===== src/rtl/alu_core.sv =====
// ----------------------------------------------------------------------------
// alu_core
//   Registered arithmetic/logic unit with one cycle of latency. Two unsigned
//   WIDTH-bit operands and a 4-bit opcode produce a 2*WIDTH-bit result. A new
//   operation can be issued on every clock edge.
//
// Ports
//   clk     in   1          system clock, rising edge
//   reset   in   1          synchronous reset, active low
//   A       in   WIDTH      operand A, unsigned
//   B       in   WIDTH      operand B, unsigned
//   Op      in   4          operation select (see opcode localparams)
//   Result  out  2*WIDTH    registered result
// ----------------------------------------------------------------------------
module alu_core #(
    parameter int WIDTH = 8
) (
    input  logic                 clk,
    input  logic                 reset,
    input  logic [WIDTH-1:0]     A,
    input  logic [WIDTH-1:0]     B,
    input  logic [3:0]           Op,
    output logic [2*WIDTH-1:0]   Result
);

    localparam int RW  = 2 * WIDTH;
    localparam int SHW = $clog2(WIDTH);

    localparam logic [3:0] OP_ADD  = 4'd0;
    localparam logic [3:0] OP_SUB  = 4'd1;
    localparam logic [3:0] OP_MUL  = 4'd2;
    localparam logic [3:0] OP_DIV  = 4'd3;
    localparam logic [3:0] OP_MOD  = 4'd4;
    localparam logic [3:0] OP_AND  = 4'd5;
    localparam logic [3:0] OP_OR   = 4'd6;
    localparam logic [3:0] OP_XOR  = 4'd7;
    localparam logic [3:0] OP_NAND = 4'd8;
    localparam logic [3:0] OP_NOR  = 4'd9;
    localparam logic [3:0] OP_SHL  = 4'd10;
    localparam logic [3:0] OP_SHR  = 4'd11;
    localparam logic [3:0] OP_ROL  = 4'd12;
    localparam logic [3:0] OP_ROR  = 4'd13;
    localparam logic [3:0] OP_EQ   = 4'd14;
    localparam logic [3:0] OP_GT   = 4'd15;

    logic [RW-1:0]    a_ext;
    logic [RW-1:0]    b_ext;
    logic [SHW-1:0]   sh;
    logic [RW-1:0]    dbl;
    logic [RW-1:0]    rol_full;
    logic [RW-1:0]    ror_full;
    logic [RW-1:0]    result_d;
    logic [RW-1:0]    result_q;

    assign a_ext = {{WIDTH{1'b0}}, A};
    assign b_ext = {{WIDTH{1'b0}}, B};
    assign sh    = B[SHW-1:0];

    // Rotation by shifting a doubled copy of A: the upper half of a left shift
    // and the lower half of a right shift are the rotated operand.
    assign dbl      = {A, A};
    assign rol_full = dbl << sh;
    assign ror_full = dbl >> sh;

    always_comb begin
        result_d = '0;
        unique case (Op)
            OP_ADD:  result_d = a_ext + b_ext;
            OP_SUB:  result_d = a_ext - b_ext;
            OP_MUL:  result_d = a_ext * b_ext;
            OP_DIV:  result_d = (B == '0) ? {RW{1'b1}} : (a_ext / b_ext);
            OP_MOD:  result_d = (B == '0) ? a_ext : (a_ext % b_ext);
            OP_AND:  result_d = {{WIDTH{1'b0}}, A & B};
            OP_OR:   result_d = {{WIDTH{1'b0}}, A | B};
            OP_XOR:  result_d = {{WIDTH{1'b0}}, A ^ B};
            OP_NAND: result_d = {{WIDTH{1'b0}}, ~(A & B)};
            OP_NOR:  result_d = {{WIDTH{1'b0}}, ~(A | B)};
            OP_SHL:  result_d = a_ext << sh;
            OP_SHR:  result_d = a_ext >> sh;
            OP_ROL:  result_d = {{WIDTH{1'b0}}, rol_full[RW-1:WIDTH]};
            OP_ROR:  result_d = {{WIDTH{1'b0}}, ror_full[WIDTH-1:0]};
            OP_EQ:   result_d = {{(RW-1){1'b0}}, (A == B)};
            OP_GT:   result_d = {{(RW-1){1'b0}}, (A > B)};
            default: result_d = '0;
        endcase
    end

    always_ff @(posedge clk) begin
        if (!reset) begin
            result_q <= '0;
        end else begin
            result_q <= result_d;
        end
    end

    assign Result = result_q;

endmodule


===== config.mk =====
export PLATFORM = sky130hd
export DESIGN_NAME = alu_core
export DESIGN_NICKNAME = d
export VERILOG_FILES = /design/src/rtl/alu_core.sv
export SDC_FILE = /design/constraint.sdc
export NUM_CORES = 1
export LEC_CHECK = 0
export ABC_AREA = 1
export CORE_ASPECT_RATIO = 0.75
export CORE_MARGIN = 4
export CORE_UTILIZATION = 30
export DETAILED_ROUTE_END_ITERATION = 12
export MAX_ROUTING_LAYER = met4
export SKIP_CTS_REPAIR_TIMING = 1
export SLEW_MARGIN = 30
export SYNTH_ARGS = -nofsm -noshare
export SYNTH_HDL_FRONTEND = slang
export SYNTH_SLANG_ARGS = --single-unit

===== constraint.sdc =====
create_clock -name clk -period 36.2 [get_ports clk]
set_input_delay 7.24 -clock clk [delete_from_list [all_inputs] [get_ports clk]]
set_output_delay 7.24 -clock clk [all_outputs]
set_load 0.02 [all_outputs]

==> flow_metrics.tcl, run 1 <==
set metrics [dict create \
    crit_arrival_ps 34200 \
    setup.worst_path.start_class "input pin" \
    maxSlewHeadroom_pct 28.7 \
    final_area_um2 12300 \
    area_of_all_sequential_standard_cells_um2 320 \
    tightest_slew_ps 1040 \
    placement_rows 60 \
    final_layout_size_suffix_gt1_share_pct 9.68 \
    vias 11846 \
    initial_core_util_pct 30.4 \
    post_drt_via_cell_ratio 5.07 \
    grt_util_all_layers_pct 18.2 \
    clock_tree.htree_level_count 1 \
    core_region_area_um2 35900 \
    report.final.setup_viol 0 \
    drv_slew 0 \
    drt_iter0_drc 1221 \
    finalHoldViolations 0 \
    finalWorstSetupSlack_ps 2150 \
    cp_slowest_cell "fa_2" \
    synth-main-ff-cell "dfxtp_1" \
    place_worst_setup_slack_ps -45.5 \
    die_area_um2 39500 \
    cts_tree "yes" \
    vias_in_the_first_global_route 10719 \
    synth-seq-cells 16 \
    antennaDiodeCount 0 \
    pin_count 38 \
    timing.max_cap.violations 0 \
    kind_of_capture_point_of_the_worst_setup_path "flip-flop" \
    fmax_mhz 29.4 \
    synth-async-reset-ratio_pct 0 \
    run_status "complete, no violations" \
    syn2layout_area_growth_pct 12.9 \
    clock-sinks 16 \
    place.detailed.hpwl_um 29800 \
    fin_nets 2095 \
    required_ps 36350 \
    critical_path.max_fanout 15 \
    holdCritPathClass "in2reg" \
    synth.yosys.warnings 0 \
    postSynthCellCount 1814 \
    fillCellCount 3938 \
    postPlaceCellArea_um2 11900 \
    synth_area_um2 10900 \
    max_stage_delay_ps 430 \
    timing.final.crit_share_pct 94.1 \
    timing_worst_setup_path_type "in2reg" \
    multi_input_area_um2 9320 \
    antenna_violating_nets_post_route 0 \
    drc 0 \
    largest_reg_flops 16 \
    crit_path_frequent_cell "nand2_1" \
    period_needed_ps 34050 \
    die_w_um 228 \
    synth_area_per_cell_um2 6.01 \
    dieHeight_um 173 \
    post_route_utilization_pct 34.3 \
    clkSlewWorstSetupHoldPaths_ps 60 \
    routed_wirelength_um 36800 \
    grt_remaining_overflow 0 \
    synth_enable_flop_cells 0 \
    post_drt_wl_per_cell_um 15.8 \
    seq_area_frac_synth_pct 2.94 \
    yosysUniqueCellTypes 59 \
    synth_top_cell_area_share_pct 18.7 \
    finalWeightedCongestion 1.02 \
    io_buffer_count 37 \
    initial_antenna_violation_count 0 \
    wire_length_of_the_first_global_routing_pass_um 58200 \
    clockBufferDepth 2 \
    synth_top_cell_by_area "ha_1" \
    cts.root.buffer_cell "clkbuf_16" \
    pin_count_of_the_biggest_net_entering_global_routing 44 \
    detail_route.first_pass.iterations 6 \
    number_of_buffers_created_by_cts 3 \
    post_synth_main_area_contributors "ha_1 (19%), nand2_1 (15%), inv_1 (10%)" \
]
## synth_stat cells (all sizes together) (13+ instances only)
cell / number
fa: 39
a21o: 19
nor3: 20
inv: 315
ha: 163
dfxtp: 16
buf: 15
nand2: 473
xnor2: 33
o21ai: 127
nand4: 27
nand3: 118
xor2: 39
nor2: 159
clkbuf: 30
or2: 15
o21bai: 13
a21oi: 112
## per-layer routing
layer	wire, um	GRT usage (%)
met1	18700	28.0
met2	15100	26.8
met3	2650	1.50
met4	361	1.48
met5	0	-
## cell families after synthesis
logic type | Yosys count | synth area share, %
AOI/OAI and AO/OA | 336 | 18.1
xor gates and xnor gates | 72 | 5.78
adders and majority gates | 202 | 25.9
buffers and inverters | 365 | 12.9
DFF | 16 | 2.94
muxes | 1 | 0.0918
other | 1 | 0.0344
and+or+nand+nor | 821 | 34.3
## final timing paths
| path | from | endpoint | slack [ps] | cells past startpoint |
|---|---|---|---|---|
| worst max-delay path | A[0] | Result[7] | 2150 | 195 |
| worst min-delay path | reset | Result[1] | 7820 | 3 |
## layout by cell type (no fill, tap or decap), types with 24 or more instances in the layout
| master | n |
|---|---|
| nand2_1 | 445 |
| nor2_1 | 138 |
| nand4_1 | 27 |
| inv_1 | 291 |
| a21oi_1 | 105 |
| nand3_1 | 95 |
| fa_1 | 38 |
| ha_1 | 163 |
| o21ai_1 | 24 |
| xor2_1 | 39 |
| xnor2_1 | 33 |
| clkdlybuf4s50_1 | 35 |
| buf_4 | 51 |
| o21ai_0 | 100 |
## final cells by class
class | instances | area share (%)
Inverter | 320 | 9.99
Multi-Input combinational cell | 1440 | 75.7
Timing Repair inverter | 2 | 0.0813
Sequential cell | 16 | 2.60
Clock buffer | 4 | 0.722
Timing Repair Buffer | 88 | 6.16
Tap cell | 465 | 4.73
## through the flow
step,cells,hold WS (ps),setup TNS (ps)
5_1_grt,2335,7850,-722
3_5_place_dp,2307,8040,-45.5
4_1_cts,2311,7810,0
2_1_floorplan,1821,7500,0
3_3_place_gp,2307,8040,0
6_report,2335,7820,0
## critical path: cells and delay by family
family	cells	cell delay, ps
simple gates	97	10920
compound gates	51	7910
fa+ha+maj	15	4590
buf+inv	31	3300
xor+xnor	1	170
Power of run 1 is left out: the tool's default activity adds up to more than one toggle a clock period on the data nets, which glitch-free logic cannot reach.
==> inputs of run 2 (changes only) <==
Settings changed: CORE_ASPECT_RATIO 0.75 to unset.
==> run 2 against run 1 <==
Critical path depth decreased by 8. Sequential share of layout area about the same. Flip-flop and latch count stayed put. Cell area is 0.61% higher. Core utilization is 0.35 points higher. Non-clock buffer count rose by 6. Routed wire length fell by 0.40%. Critical endpoint unchanged. Largest cell class unchanged.
==> flow_metrics.tcl, run 2 (same netlist as run 1, synthesis figures left out) <==
set metrics [dict create \
    antennaDiodeCount 0 \
    final_layout_size_suffix_gt1_share_pct 10.2 \
    antenna_violating_nets_post_route 0 \
    setup.worst_path.start_class "input pin" \
    cp_slowest_cell "clkdlybuf4s50_1" \
    maxSlewHeadroom_pct 37.3 \
    syn2layout_area_growth_pct 13.6 \
    place.detailed.hpwl_um 28900 \
    detail_route.first_pass.iterations 5 \
    dieHeight_um 199 \
    die_w_um 199 \
    finalWorstSetupSlack_ps 2640 \
    tightest_slew_ps 941 \
    placement_rows 69 \
    max_stage_delay_ps 520 \
    min_from "reset" \
    crit_path_start "A[5]" \
    timing_worst_setup_path_type "in2reg" \
    drt_iter0_drc 887 \
    die_area_um2 39500 \
    required_ps 36340 \
    cts.root.buffer_cell "clkbuf_16" \
    grt_util_all_layers_pct 18.6 \
    grtUsageMet1_pct 24.8 \
    multi_input_area_um2 9350 \
    m2_gr_usage_pct 29.1 \
    number_of_buffers_created_by_cts 3 \
    clockBufferDepth 2 \
    cts_tree "yes" \
    vias_in_the_first_global_route 11341 \
    fmax_mhz 29.8 \
    vias 11843 \
    use_met3_pct 2.57 \
    area_of_all_sequential_standard_cells_um2 320 \
    holdCritPathClass "in2reg" \
    place_worst_setup_slack_ps -241 \
    initial_antenna_violation_count 0 \
    clock-sinks 16 \
    post_drt_via_cell_ratio 5.07 \
    most-common-layout-cells "nand2_1 (445), inv_1 (290), ha_1 (163), nor2_1 (136), a21oi_1 (105)" \
    wire_length_of_the_first_global_routing_pass_um 58300 \
    fin_nets 2101 \
    mostFrequentLayoutCell "nand2_1" \
    timing.final.crit_share_pct 92.7 \
    post_drt_wl_per_cell_um 15.7 \
    pin_count_of_the_biggest_net_entering_global_routing 44 \
    critical_path.max_fanout 15 \
    core_region_area_um2 35700 \
    worst_hold_path.endpoint "Result[1]" \
    drv_slew 0 \
    post_route_utilization_pct 34.7 \
    largest_reg_flops 16 \
    clkSlewWorstSetupHoldPaths_ps 50 \
    clock_tree.htree_level_count 1 \
    period_needed_ps 33560 \
    drc 0 \
    grt_remaining_overflow 0 \
    pin_count 38 \
    timing.hold.worst_path_depth 3 \
    crit_path_frequent_cell "nand2_1" \
    io_buffer_count 37 \
    run_status "complete, no violations" \
    busiest_layer "met2" \
    finalWeightedCongestion 0.996 \
    routed_wirelength_um 36700 \
    timing.max_cap.violations 0 \
    initial_core_util_pct 30.5 \
    report.final.setup_viol 0 \
    crit_arrival_ps 33700 \
    fillCellCount 3935 \
    finalHoldViolations 0 \
    kind_of_capture_point_of_the_worst_setup_path "flip-flop" \
]
-- run 2: how the worst max path moves through the flow --
stage	to	cells past startpoint	slack, ps
2_1_floorplan	Result[7]	193	3060
3_3_place_gp	Result[7]	182	660
3_5_place_dp	Result[7]	183	-240
4_1_cts	Result[7]	182	-30
5_1_grt	Result[7]	198	-150
6_report	Result[7]	187	2640
-- run 2: cell type report --
type	instances	share of cell area (%)
clock buffers	4	0.717
inverters	320	9.97
multi-input cells	1441	75.5
flip-flops and latches	16	2.59
well taps	461	4.66
repair buffers	94	6.54
repair inverters	1	0.0404
-- run 2: per-stage QoR --
stage	setup TNS (ps)	instance area [um2]	hold WS (ps)	std cells
floorplan	0	10900	7500	1821
global placement	0	11900	8040	2301
detailed placement	-1350	11900	8040	2301
CTS	-31.8	12000	7820	2305
global route	-511	12400	7890	2337
finish	0	12400	7830	2337
-- run 2: per-layer routing --
layer,up-vias,wire (um)
met5,-,0
met3,67,2410
met1,5417,17000
li1,6004,-
met4,0,1290
met2,355,15900
-- run 2: worst max-delay path, delay by kind of cell --
kind | cells | cell delay [ps]
AO/OA/AOI/OAI | 55 | 9100
XOR/XNOR | 1 | 160
adder cells (fa/ha/maj) | 15 | 4580
buffers and inverters | 30 | 3610
AND/OR/NAND/NOR | 86 | 8950
Power of run 2 is left out for the same reason.
